### src/rtl/mips_bus_pkg.sv
// Shared types and helpers for the MIPS core-to-Avalon bus sequencer.
package mips_bus_pkg;

    // Access width requested by the core.
    typedef enum logic [1:0] {
        SZ_BYTE = 2'd0,
        SZ_HALF = 2'd1,
        SZ_WORD = 2'd2,
        SZ_RSVD = 2'd3
    } size_e;

    // Sequencer states: one request is in flight at a time.
    typedef enum logic [1:0] {
        ST_IDLE      = 2'd0,
        ST_BUS       = 2'd1,
        ST_WAIT_DATA = 2'd2,
        ST_RESP      = 2'd3
    } state_e;

    // Request fields captured at the handshake and held for the whole transaction.
    typedef struct packed {
        logic        write;
        size_e       size;
        logic        sign;
        logic [31:0] addr;
        logic [31:0] wdata;
    } req_t;

    // Largest supported read latency; sizes the latency counter.
    localparam int unsigned MAX_READ_LATENCY = 3;

    // True when the low address bits do not match the natural alignment of the access.
    function automatic logic is_misaligned(size_e size, logic [1:0] off);
        case (size)
            SZ_HALF: return off[0];
            SZ_WORD: return |off;
            default: return 1'b0;
        endcase
    endfunction

    // A request is answered with an error, without touching the bus, when this is true.
    function automatic logic is_bad_request(size_e size, logic [1:0] off, logic align_check);
        return (size == SZ_RSVD) || (align_check && is_misaligned(size, off));
    endfunction

endpackage

### src/rtl/mips_bus_sequencer_if.sv
// Core request/response channel plus Avalon-MM master signals in one bundle.
interface mips_bus_sequencer_if;

    // Core request side
    logic        req_valid;
    logic        req_ready;
    logic        req_write;
    logic [1:0]  req_size;
    logic        req_signed;
    logic [31:0] req_addr;
    logic [31:0] req_wdata;

    // Core response side
    logic        rsp_valid;
    logic        rsp_error;
    logic [31:0] rsp_rdata;

    // Avalon-MM side
    logic [31:0] address;
    logic        write;
    logic        read;
    logic        waitrequest;
    logic [31:0] writedata;
    logic [3:0]  byteenable;
    logic [31:0] readdata;

    // The sequencer: accepts core requests and masters the Avalon bus.
    modport master (
        input  req_valid, req_write, req_size, req_signed, req_addr, req_wdata,
        input  waitrequest, readdata,
        output req_ready, rsp_valid, rsp_error, rsp_rdata,
        output address, write, read, writedata, byteenable
    );

    // The environment: the core issuing requests and the Avalon slave answering.
    modport slave (
        output req_valid, req_write, req_size, req_signed, req_addr, req_wdata,
        output waitrequest, readdata,
        input  req_ready, rsp_valid, rsp_error, rsp_rdata,
        input  address, write, read, writedata, byteenable
    );

endinterface

### src/rtl/mips_bus_sequencer_lane.sv
// Byte-lane steering for stores and load extraction/extension (purely combinational).
module mips_bus_lane
    import mips_bus_pkg::*;
(
    input  size_e       size,
    input  logic [1:0]  offset,
    input  logic        sign_ext,
    input  logic [31:0] wdata,
    input  logic [31:0] rdata,
    output logic [3:0]  byteenable,
    output logic [31:0] writedata,
    output logic [31:0] rdata_ext
);

    logic [7:0]  byte_sel;
    logic [15:0] half_sel;

    // Per-lane enable and store data; narrow data is replicated so any lane can take it.
    generate
        for (genvar gi = 0; gi < 4; gi++) begin : g_lane
            localparam logic [1:0] LANE = 2'(gi);

            assign byteenable[gi] = (size == SZ_WORD)
                                  | ((size == SZ_HALF) & (offset[1] == LANE[1]))
                                  | ((size == SZ_BYTE) & (offset == LANE));

            assign writedata[8*gi +: 8] = (size == SZ_WORD) ? wdata[8*gi +: 8]
                                        : (size == SZ_HALF) ? wdata[8*(gi%2) +: 8]
                                        :                     wdata[7:0];
        end
    endgenerate

    // Pick the addressed byte/half out of the bus word and extend it to 32 bits.
    always_comb begin
        rdata_ext = rdata;
        byte_sel  = rdata[{offset, 3'b000} +: 8];
        half_sel  = rdata[{offset[1], 4'b0000} +: 16];
        case (size)
            SZ_BYTE: rdata_ext = {{24{sign_ext & byte_sel[7]}}, byte_sel};
            SZ_HALF: rdata_ext = {{16{sign_ext & half_sel[15]}}, half_sel};
            default: rdata_ext = rdata;
        endcase
    end

endmodule

### src/rtl/mips_bus_sequencer.sv
// Avalon-MM master turning single core fetch/load/store requests into one bus transaction each.
module mips_bus_sequencer
    import mips_bus_pkg::*;
#(
    parameter int unsigned READ_LATENCY = 0,
    parameter int unsigned MAX_WAIT     = 0,
    parameter bit          ALIGN_CHECK  = 1'b1
) (
    input  logic                 clk,
    input  logic                 reset,
    mips_bus_sequencer_if.master bus
);

    // Index of the last WAIT_DATA cycle; unused when reads complete in BUS.
    localparam logic [1:0] LAT_LAST = (READ_LATENCY == 0) ? 2'd0 : 2'(READ_LATENCY - 1);

    state_e      state_reg, state_next;
    req_t        req_reg;
    logic        err_reg, err_next;
    logic [31:0] rdata_reg;
    logic [1:0]  lat_cnt_reg, lat_cnt_next;
    logic [31:0] wait_cnt_reg, wait_cnt_next;
    logic        live_reg;
    logic        accept;
    logic        capture;
    logic        in_bus;
    logic        in_resp;

    logic [3:0]  lane_be;
    logic [31:0] lane_wd;
    logic [31:0] lane_rdata;

    mips_bus_lane u_lane (
        .size       (req_reg.size),
        .offset     (req_reg.addr[1:0]),
        .sign_ext   (req_reg.sign),
        .wdata      (req_reg.wdata),
        .rdata      (rdata_reg),
        .byteenable (lane_be),
        .writedata  (lane_wd),
        .rdata_ext  (lane_rdata)
    );

    // State register.
    always_ff @(posedge clk) begin
        if (reset) begin
            state_reg <= ST_IDLE;
        end else begin
            state_reg <= state_next;
        end
    end

    // Next-state logic plus the strobes that load the request latch and capture read data.
    always_comb begin
        state_next    = state_reg;
        err_next      = err_reg;
        lat_cnt_next  = lat_cnt_reg;
        wait_cnt_next = wait_cnt_reg;
        accept        = 1'b0;
        capture       = 1'b0;
        unique case (state_reg)
            ST_IDLE: begin
                if (live_reg && bus.req_valid) begin
                    accept        = 1'b1;
                    err_next      = is_bad_request(size_e'(bus.req_size), bus.req_addr[1:0], ALIGN_CHECK);
                    lat_cnt_next  = 2'd0;
                    wait_cnt_next = 32'd0;
                    state_next    = err_next ? ST_RESP : ST_BUS;
                end
            end
            ST_BUS: begin
                if (!bus.waitrequest) begin
                    if (req_reg.write) begin
                        state_next = ST_RESP;
                    end else if (READ_LATENCY == 0) begin
                        capture    = 1'b1;
                        state_next = ST_RESP;
                    end else begin
                        state_next = ST_WAIT_DATA;
                    end
                end else begin
                    wait_cnt_next = wait_cnt_reg + 32'd1;
                    if (MAX_WAIT != 0 && wait_cnt_next == MAX_WAIT) begin
                        err_next   = 1'b1;
                        state_next = ST_RESP;
                    end
                end
            end
            ST_WAIT_DATA: begin
                if (lat_cnt_reg == LAT_LAST) begin
                    capture    = 1'b1;
                    state_next = ST_RESP;
                end else begin
                    lat_cnt_next = lat_cnt_reg + 2'd1;
                end
            end
            ST_RESP: begin
                state_next = ST_IDLE;
            end
            default: begin
                state_next = ST_IDLE;
            end
        endcase
    end

    // Request latch, error flag, counters and captured read word.
    always_ff @(posedge clk) begin
        if (reset) begin
            req_reg      <= '0;
            err_reg      <= 1'b0;
            rdata_reg    <= 32'd0;
            lat_cnt_reg  <= 2'd0;
            wait_cnt_reg <= 32'd0;
            live_reg     <= 1'b0;
        end else begin
            live_reg     <= 1'b1;
            err_reg      <= err_next;
            lat_cnt_reg  <= lat_cnt_next;
            wait_cnt_reg <= wait_cnt_next;
            if (accept) begin
                req_reg.write <= bus.req_write;
                req_reg.size  <= size_e'(bus.req_size);
                req_reg.sign  <= bus.req_signed;
                req_reg.addr  <= bus.req_addr;
                req_reg.wdata <= bus.req_wdata;
            end
            if (capture) begin
                rdata_reg <= bus.readdata;
            end
        end
    end

    // Outputs depend only on registered state, never directly on the core request inputs.
    assign in_bus  = (state_reg == ST_BUS);
    assign in_resp = (state_reg == ST_RESP);

    assign bus.req_ready  = (state_reg == ST_IDLE) && live_reg;
    assign bus.rsp_valid  = in_resp;
    assign bus.rsp_error  = in_resp && err_reg;
    assign bus.rsp_rdata  = (in_resp && !err_reg && !req_reg.write) ? lane_rdata : 32'd0;

    assign bus.read       = in_bus && !req_reg.write;
    assign bus.write      = in_bus && req_reg.write;
    assign bus.address    = in_bus ? {req_reg.addr[31:2], 2'b00} : 32'd0;
    assign bus.byteenable = in_bus ? lane_be : 4'd0;
    assign bus.writedata  = in_bus ? lane_wd : 32'd0;

endmodule

### src/flat_wrapper.sv
// flat-port wrapper written by rule: the top's interface ports become plain ports
module mips_bus_sequencer_flat import mips_bus_pkg::*;
#(
    parameter int unsigned READ_LATENCY = 0,
    parameter int unsigned MAX_WAIT     = 0,
    parameter bit          ALIGN_CHECK  = 1'b1
)
  (clk, reset, bus_req_valid, bus_req_write, bus_req_size, bus_req_signed, bus_req_addr, bus_req_wdata, bus_waitrequest, bus_readdata, bus_req_ready, bus_rsp_valid, bus_rsp_error, bus_rsp_rdata, bus_address, bus_write, bus_read, bus_writedata, bus_byteenable);
  mips_bus_sequencer_if bus_i ();
  input  logic clk;
  input  logic reset;
  input wire logic [$bits(bus_i.req_valid)-1:0] bus_req_valid;
  input wire logic [$bits(bus_i.req_write)-1:0] bus_req_write;
  input wire logic [$bits(bus_i.req_size)-1:0] bus_req_size;
  input wire logic [$bits(bus_i.req_signed)-1:0] bus_req_signed;
  input wire logic [$bits(bus_i.req_addr)-1:0] bus_req_addr;
  input wire logic [$bits(bus_i.req_wdata)-1:0] bus_req_wdata;
  input wire logic [$bits(bus_i.waitrequest)-1:0] bus_waitrequest;
  input wire logic [$bits(bus_i.readdata)-1:0] bus_readdata;
  output wire logic [$bits(bus_i.req_ready)-1:0] bus_req_ready;
  output wire logic [$bits(bus_i.rsp_valid)-1:0] bus_rsp_valid;
  output wire logic [$bits(bus_i.rsp_error)-1:0] bus_rsp_error;
  output wire logic [$bits(bus_i.rsp_rdata)-1:0] bus_rsp_rdata;
  output wire logic [$bits(bus_i.address)-1:0] bus_address;
  output wire logic [$bits(bus_i.write)-1:0] bus_write;
  output wire logic [$bits(bus_i.read)-1:0] bus_read;
  output wire logic [$bits(bus_i.writedata)-1:0] bus_writedata;
  output wire logic [$bits(bus_i.byteenable)-1:0] bus_byteenable;
  assign bus_i.req_valid = bus_req_valid;
  assign bus_i.req_write = bus_req_write;
  assign bus_i.req_size = bus_req_size;
  assign bus_i.req_signed = bus_req_signed;
  assign bus_i.req_addr = bus_req_addr;
  assign bus_i.req_wdata = bus_req_wdata;
  assign bus_i.waitrequest = bus_waitrequest;
  assign bus_i.readdata = bus_readdata;
  assign bus_req_ready = bus_i.req_ready;
  assign bus_rsp_valid = bus_i.rsp_valid;
  assign bus_rsp_error = bus_i.rsp_error;
  assign bus_rsp_rdata = bus_i.rsp_rdata;
  assign bus_address = bus_i.address;
  assign bus_write = bus_i.write;
  assign bus_read = bus_i.read;
  assign bus_writedata = bus_i.writedata;
  assign bus_byteenable = bus_i.byteenable;
  mips_bus_sequencer #(.READ_LATENCY(READ_LATENCY), .MAX_WAIT(MAX_WAIT), .ALIGN_CHECK(ALIGN_CHECK)) u_core (.clk(clk), .reset(reset), .bus(bus_i));
endmodule
### config.mk
export PLATFORM = sky130hd
export DESIGN_NAME = mips_bus_sequencer_flat
export DESIGN_NICKNAME = d
export VERILOG_FILES = /design/src/rtl/mips_bus_pkg.sv /design/src/rtl/mips_bus_sequencer_if.sv /design/src/rtl/mips_bus_sequencer_lane.sv /design/src/rtl/mips_bus_sequencer.sv /design/src/flat_wrapper.sv
export SDC_FILE = /design/constraint.sdc
export NUM_CORES = 1
export LEC_CHECK = 0
export ABC_AREA = 1
export CAP_MARGIN = 20
export CORE_ASPECT_RATIO = 0.8
export CORE_MARGIN = 3
export CORE_UTILIZATION = 40
export DETAILED_ROUTE_END_ITERATION = 12
export GPL_TIMING_DRIVEN = 0
export PLACE_DENSITY = 0.75
export SLEW_MARGIN = 20
export SYNTH_ARGS = -nofsm -noshare
export SYNTH_HDL_FRONTEND = slang
export SYNTH_SLANG_ARGS = --single-unit
### constraint.sdc
create_clock -name clk -period 1.9 [get_ports clk]
set_input_delay 0.38 -clock clk [delete_from_list [all_inputs] [get_ports clk]]
set_output_delay 0.38 -clock clk [all_outputs]
set_load 0.02 [all_outputs]
* Word level (Yosys, flattened, before mapping) *
Index checks and enable logic that the tools add are counted.

word-level totals
  bits in registers = 106
  bits of input ports = 104
  output and inout bits = 105
  logic and storage cells = 89

operators by class
  add/sub/neg operators = 1
  equal/unequal tests = 15
  shifts and indexed selects = 2
  mux-type cells = 27
  bitwise logic cells = 15
  reductions and logical operators = 19

operators with widths
  operator                                               count
  2-to-1 mux 32 bit                                      3
  one-hot mux 32 bit (2 select lines)                    1
  2-to-1 mux 8 bit                                       4
  indexed part select 32 x 6 -> 16 bit                   1
  indexed part select 32 x 6 -> 8 bit                    1
  equality test 2 bit, second input constant             7
  2-to-1 mux 2 bit                                       6
  AND 1 bit                                              8
  equality test 2 x 1 -> 1 bit, second input constant    4
  zero test 2 bit                                        4
  2-to-1 mux 1 bit                                       8
  one-hot mux 2 bit (4 select lines)                     1
  logical AND 1 bit                                      7
  bitwise OR 1 bit                                       6
  AND reduction 3 bit                                    2
  2-to-1 mux 4 bit                                       1
  inequality test 2 x 1 -> 1 bit, second input constant  2
  inequality test 2 bit, second input constant           2
  one-hot mux 1 bit (2 select lines)                     2
  one-hot mux 2 bit (2 select lines)                     1
  adder 2 x 1 -> 2 bit, second input constant            1
  zero test 1 bit                                        2
  AND reduction 2 bit                                    1
  nonzero test 2 bit                                     1
  other kinds (3)                                        3

* Longest topological paths before layout *
Gate-level depths: netlist of run 1.

  depth in word-level cells = 8
  gate-level depth with buffers = 11
  depth with buffers taken out = 9

* Hierarchy *
From an unflattened synthesis of run 1, not the netlist that was laid out.

second synthesis, totals
  cells, all modules = 1090
  area, all modules = 6492.5 um^2

modules (own cells, without submodules)
  module              instances  cells an instance  area an instance (um^2)  seq. area each (um^2)
  mips_bus_sequencer  1          790                5108.6                   2122.0
  mips_bus_lane       1          300                1383.8                   0.0

* Worst setup path after synthesis of run 1 *
Ideal clock, no wire load.

  kind = register to output
  start = reg u_core.state_reg[0]
  end = out bus_rsp_rdata[10]
  data arrival time = 1.565 ns
  required time = 1.520 ns
  setup slack = -0.045 ns
  cell stages (with the launch flop) = 7
  buffers on the path = 1
  cells stage by stage = dfxtp_1 ha_1 inv_1 nor3_4 clkbuf_1 nand2_1 inv_1

between the ends
  cells in the longest elaborated chain, start to end = 4

RTL lines
  what                             line                       RTL
  start, declared                  mips_bus_sequencer.sv:17   state_e state_reg, state_next;
  start signal, assigned           mips_bus_sequencer.sv:49   state_reg <= state_next;
  equality test 2 bit              mips_bus_sequencer.sv:135  assign in_resp = (state_reg == ST_RESP);
  named net bus_rsp_valid          flat_wrapper.sv:21         output wire logic [$bits(bus_i.rsp_valid)-1:0] bus_rsp_valid;
  logical AND 1 bit (2 in series)  mips_bus_sequencer.sv:140  assign bus.rsp_rdata = (in_resp && !err_reg && !req_reg.write) ? lane_rdata : 32'd0;
  2-to-1 mux 32 bit                mips_bus_sequencer.sv:140
  end, declared                    flat_wrapper.sv:23         output wire logic [$bits(bus_i.rsp_rdata)-1:0] bus_rsp_rdata;

The timed path passes the listed nets, and every way through them passes these cells.

* Worst setup path after layout of run 1 *
  start = reg, netlist name u_core.req_reg[65]
  end = out bus_rsp_rdata[14]

between the ends
  cells in the longest elaborated chain, start to end = 3
  elaborated cells between the ends (all ways) = 4
  those cells by class = eq/ne: 1; mux: 2; reduce/logical: 1

RTL lines
  what                                                                    line                           RTL
  equality test 2 x 1 -> 1 bit / zero test 2 bit (equally long branches)  mips_bus_sequencer_lane.sv:38  case (size)
  one-hot mux 32 bit (2 select lines) (*)                                 mips_bus_sequencer_lane.sv:38
  2-to-1 mux 32 bit (*)                                                   mips_bus_sequencer.sv:140

Mark *: on every way between the ends. The rest lies on a longest branch, timed or not.

==> flow_summary.yaml, run 1 <==
status:
  status: "complete, but fails checks"
  violations: "setup timing"
sta:
  maxClockFrequency_mhz: 466
  hold_viol: 0
  finalSetupViolCount: 88
  relSlewSlack_pct: 63.6
  period_minus_slack_ns: 2.15
  tns_ns: -11.30
  fin_skew_ns: 0.0108
  fin_crit_sh_pct: 113
  grt_setup_unrepaired: "yes"
  tightest_slew_ns: 0.546
  whs_ns: 0.426
  slew_viol_final: 0
  final.setup.worst_slack_ns: -0.246
global_route:
  grt_max_degree: 17
  grt_pass1_wl_um: 32400
  grt_overflow: 0
  grt_usage_pct: 25.3
  grt_pass1_vias: 6137
  antenna_found_initial: 0
detailed_routing:
  drt_first_pass_iters: 7
  vias_per_cell: 5.38
  drt_wl_total_um: 24000
  ant_nets: 0
  dr_total_vias: 7138
  dr.first_iter.drc_count: 626
  route.detailed.drc: 0
  wl_per_cell_um: 18.1
yosys:
  synth_seq_cells: 106
  async_reset_ff_share_pct: 0
  ys_types: 34
  synth_top_flop_cell: "dfxtp_1"
  synth.cell_area_mm2: 0.00569
  synth_cells: 877
  yosys_warnings: 0
  syn_avg_cell_area_um2: 6.48
  ys_seq_area_share_pct: 37.3
  synth_edf_count: 0
power_and_ir_drop:
  p_per_area_mw_per_mm2: 1100
  peakVddDrop_v: 0.000534
  leakagePower_nw: 4.61
floorplanning:
  fp.dieH_um: 113
  start_util_pct: 41.4
  io_pins: 209
  fp.coreArea_mm2: 0.0137
  die_x_um: 139
  std_cell_rows: 38
  dieArea_mm2: 0.0157
worst_setup_path:
  setup.worst_path.end_class: "output pin"
  crit_required_ns: 1.52
  r2r_start: "u_core.state_reg[1]"
  critPathLaunch: "u_core.req_reg[65]"
  start_kind: "flip-flop"
  critical_path.max_fanout: 7
  worst_ep_arrival_time_ns: 1.77
  worstSetupPathType: "reg -> out"
cts:
  clk_latency_ns: 0.34
  clockBufferDepth: 2
  hold_buffers: 0
  clock-root-buffer: "clkbuf_16"
  clkTransAtPathRegs_ns: 0.07
  cts_max_level: 3
  numClockSinks: 106
  cts_buffers: 9
  cts_tree: "done"
layout:
  area_delta_synth_final_pct: 72.5
  layout-drive-gt1-share_pct: 33.7
  nets: 1255
  fillers: 1033
  num_antenna_cells: 0
  largest_reg_flops: 68
place:
  io_buffer_count: 204
  hpwl_um: 14900
  place.gp.congestion: 0.866
flow_run:
  drv_cap: 0
hold_path:
  holdCritStartpoint: "reset"
  min_path_type: "in -> reg"
## layout by cell type (no fill, tap or decap), types with 3 or more instances in the layout
cell,count
a211oi_2,5
a211oi_4,3
a21oi_1,88
buf_12,7
buf_2,6
buf_4,54
buf_6,94
buf_8,9
clkbuf_1,27
clkbuf_16,18
clkbuf_2,6
clkdlybuf4s50_1,101
dfxtp_1,96
dfxtp_2,4
dfxtp_4,6
ha_1,6
inv_1,65
inv_2,41
nand2_1,152
nand2_2,34
nand2_4,25
nand3_1,43
nand3_2,8
nand3_4,3
nor2_1,83
nor2_2,8
nor2_4,20
o211ai_1,15
o21ai_0,69
o21ai_1,5
o21ai_2,8
## where the power goes
| part | internal (mW) | total (mW) | switching, mW | leakage [nW] |
|---|---|---|---|---|
| logic | 2.41 | 5.54 | 3.13 | 3.59 |
| clock network | 1.16 | 2.02 | 0.863 | 0.147 |
| registers | 2.74 | 3.27 | 0.535 | 0.871 |
| total | 6.30 | 10.8 | 4.53 | 4.61 |
## stage by stage
stage | util [%] | power (mW) | cell area (um^2) | worst slack [ns] | cells
2_1_floorplan | - | 5.38 | 5690 | 0.0296 | 878
3_3_place_gp | 57.9 | 6.68 | 7960 | -0.917 | 1262
3_5_place_dp | 57.9 | 6.76 | 7960 | -0.915 | 1262
4_1_cts | 64.1 | 9.44 | 8810 | -0.217 | 1301
5_1_grt | 71.4 | 11.3 | 9810 | -0.336 | 1327
6_report | 71.4 | 10.8 | 9810 | -0.246 | 1327
## final timing paths
check	depth (start not counted)	slack (ns)	endpoint
worst max-delay path	8	-0.25	bus_rsp_rdata[14]
worst max register to register	9	-0.06	u_core.req_reg[62]
worst min-delay path	2	0.43	u_core.req_reg[51]
worst min register to register	2	0.46	u_core.req_reg[31]
## logic make-up (layout without fill, tap and decap cells)
group	count (synthesis)	in the layout	synth area share, %
fa+ha+maj	9	9	1.98
simple gates	382	382	28.7
flops	106	106	37.3
buf+inv	175	444	12.7
compound gates	204	204	19.3
other cells	1	2	0.0660
## cell type report
| type | instances | area [um^2] | area share [%] |
|---|---|---|---|
| plain buffers | 56 | 449 | 4.58 |
| clock buffers | 12 | 236 | 2.41 |
| clock inverters | 4 | 76.3 | 0.778 |
| inverters | 113 | 454 | 4.63 |
| multi-input cells | 597 | 3480 | 35.5 |
| flip-flops and latches | 106 | 2150 | 21.9 |
| well taps | 180 | 225 | 2.30 |
| repair buffers | 259 | 2740 | 27.9 |
## synthesized netlist by cell type (all sizes together), types with 2 or more instances
cell type,instances,share of area [%]
nand3,54,4.9
clkinv,2,0.15
inv,111,7.4
o211ai,15,2.0
dfxtp,106,37
a21oi,90,7.9
o21bai,2,0.26
clkbuf,41,2.7
buf,21,2.4
nor3,3,0.46
o21ai,83,7.4
a211oi,8,1.1
nor2,111,8.8
nand2,213,14
a31oi,3,0.33
ha,9,2.0
## routing by layer
layer	wire (um)	track usage, %
met4	755	6.84
met1	9660	35.8
met5	0	0
met2	11100	39.6
met3	2410	5.20
## worst max-delay path, cell delays in order, from the launching register on
cell     delay, ns
dfxtp_4       0.44
inv_1         0.13
o21ai_4       0.29
buf_4         0.17
nand2_1       0.05
nand3_1       0.09
nand2_1       0.06
inv_1         0.07
buf_6         0.11
## repair_timing
action / 4_1_cts / 5_1_grt
pin swaps: 27 / 73
endpoints found under the setup margin: 153 / 189
resized for setup: 666 / 261
buffers inserted: 20 / 25
cloned: 4 / 6
Note: power is estimated with default switching activity, not from simulation.
==> inputs of run 2 (changes only) <==
Settings changed: CTS_CLUSTER_DIAMETER from default to 50, SETUP_SLACK_MARGIN from default to 0.02.
==> run 2 against run 1 <==
  * The flow still finishes with violations (setup timing)
  * Combinational power up 2%
  * Critical path depth up 3
  * Die area stayed put
  * Register-to-register slack improved by 0.06 ns
  * First-iteration DRC count increased by 17%
  * Maximum frequency is 0.59% higher
  * Power increased by 1.4%
  * Clock power about the same
  * Routed wire length is 0.73% higher
  * Critical endpoint is now bus_rsp_rdata[16]
  * Highest routed layer unchanged
==> flow_summary.yaml, run 2 (synthesized netlist as in run 1, its figures left out) <==
status:
  violations: "setup timing"
  status: "complete, but fails checks"
cts:
  clockBufferDepth: 2
  clk_latency_ns: 0.35
  clock-root-buffer: "clkbuf_16"
  cts_buffers: 9
  numClockSinks: 106
  hold_buffers: 0
  cts_max_level: 3
  clkTransAtPathRegs_ns: 0.07
  cts_tree: "done"
layout:
  post-route-util_pct: 72.0
  num_antenna_cells: 0
  final_cell_area_mm2: 0.00989
  nets: 1257
  final_cell_mix: "nand2_1 (155), clkdlybuf4s50_1 (101), dfxtp_1 (96), buf_6 (92), a21oi_1 (88)"
  layout-drive-gt1-share_pct: 33.5
  largest_reg_flops: 68
  mostFrequentLayoutCell: "nand2_1"
  area_delta_synth_final_pct: 74.0
sta:
  slew_viol_final: 0
  period_minus_slack_ns: 2.13
  fin_crit_sh_pct: 112
  relSlewSlack_pct: 60.5
  maxClockFrequency_mhz: 469
  finalSetupViolCount: 91
  final.setup.worst_slack_ns: -0.233
  fin_skew_ns: 0.00930
  grt_setup_unrepaired: "yes"
  hold_viol: 0
  tightest_slew_ns: 0.593
power_and_ir_drop:
  leakagePower_nw: 4.74
  p_sw_share_pct: 42.1
  clkPwrFrac_pct: 18.5
  seqPwrFrac_pct: 29.9
  combPwrFrac_pct: 51.6
  internal-power_mw: 6.36
  peakVddDrop_v: 0.000521
  p_per_area_mw_per_mm2: 1110
  power.switching_mw: 4.62
  p_total_mw: 11.0
worst_setup_path:
  start_kind: "flip-flop"
  path_buf_inv: 3
  slowest_stage: "dfxtp_4"
  worstSetupPathType: "reg -> out"
  setup.worst_path.end_class: "output pin"
  worst_ep_arrival_time_ns: 1.75
  cp_common_cell: "nand2_2"
  cpPeakStageDelay_ns: 0.38
  cp_cell_sequence: "clkinv_4 > nand2_2 > nand2_2 > nand2_2 > nand2_4 > nand3_4 > nand3_4 > nand2_8 > buf_12 > nor2_4 > buf_6"
  critical_path.max_fanout: 6
  crit_required_ns: 1.52
  cp_top_family: "simple AND/OR/NAND/NOR gates"
place:
  hpwl_um: 14900
  dpl-instance-area_mm2: 0.00796
  io_buffer_count: 204
  place.gp.congestion: 0.866
global_route:
  grt_pass1_wl_um: 32400
  grt_usage_pct: 25.4
  antenna_found_initial: 0
  grt_max_degree: 17
  grt_overflow: 0
  grt_pass1_vias: 6174
floorplanning:
  start_util_pct: 41.4
  die_x_um: 139
  io_pins: 209
  fp.coreArea_mm2: 0.0137
  dieArea_mm2: 0.0157
  std_cell_rows: 38
  fp.dieH_um: 113
flow_run:
  drv_cap: 0
detailed_routing:
  dr_total_vias: 7172
  dr.first_iter.drc_count: 730
  wl_per_cell_um: 18.2
  ant_nets: 0
  drt_first_pass_iters: 7
  route.detailed.drc: 0
  drt_wl_total_um: 24100
  vias_per_cell: 5.40
hold_path:
  min_path_type: "in -> reg"
==> run 2: cell count changes in the layout (fill, tap and decap cells not counted), moves of 4 or more <==
cell	change
inv_1	+5
nand2_2	-11
o21ai_0	-4
inv_2	-7
nand2_4	+8
buf_4	+5
==> run 2: worst paths after layout <==
path                                           from                 end  slack (ns)  cells after the start
worst min register to register   u_core.req_reg[31]  u_core.req_reg[31]        0.46                      2
worst max register to register  u_core.state_reg[0]   u_core.req_reg[0]           0                      8
worst min-delay path                          reset  u_core.req_reg[51]        0.43                      2
worst max-delay path             u_core.req_reg[32]   bus_rsp_rdata[16]       -0.23                     11
==> run 2: cell type report <==
class	count	area, um^2
fillers	990	3850
multi-input cells	597	3540
repair buffers	260	2700
flip-flops and latches	106	2150
plain buffers	57	493
inverters	113	469
clock buffers	12	236
well taps	180	225
clock inverters	4	76.3
==> run 2: worst register-to-register path, stage by stage, from the launching register on <==
cell and delay, ns:
dfxtp_4 0.39, inv_1 0.08, ha_1 0.23, nand2_1 0.08, inv_2 0.08, nand2_2 0.17, clkbuf_1 0.47, nand2_1 0.11
a21oi_1 0.22
==> run 2: per-stage QoR <==
step           setup slack [ns]  hold WS, ns  instances  TNS (ns)
6_report                 -0.233        0.430       1329    -12.29
5_1_grt                  -0.299        0.450       1329    -18.37
4_1_cts                  -0.217        0.432       1302     -8.47
3_5_place_dp             -0.915        0.447       1262    -56.49
3_3_place_gp             -0.917        0.440       1262    -54.35
2_1_floorplan            0.0296        0.430        878         0
==> run 2: repair_timing <==
action | in CTS | in global routing
cloned | 4 | 4
setup endpoints to repair | 153 | 200
pin swaps | 27 | 79
setup buffers | 21 | 27
gates resized for setup | 667 | 284
==> run 2: power by group through the flow <==
stage / clock network [mW] / registers, mW / logic (mW)
floorplan: 0 / 3.01 / 2.37
global placement: 0 / 3.13 / 3.54
detailed placement: 0 / 3.15 / 3.61
CTS: 2.02 / 3.16 / 4.28
global route: 2.12 / 3.32 / 6.04
finish: 2.04 / 3.28 / 5.66
==> run 2: per-layer routing <==
layer	global-route usage, %	routed length [um]
met4	7.63	732
met1	35.6	9620
met3	5.49	2470
met5	0	0
met2	39.3	11300
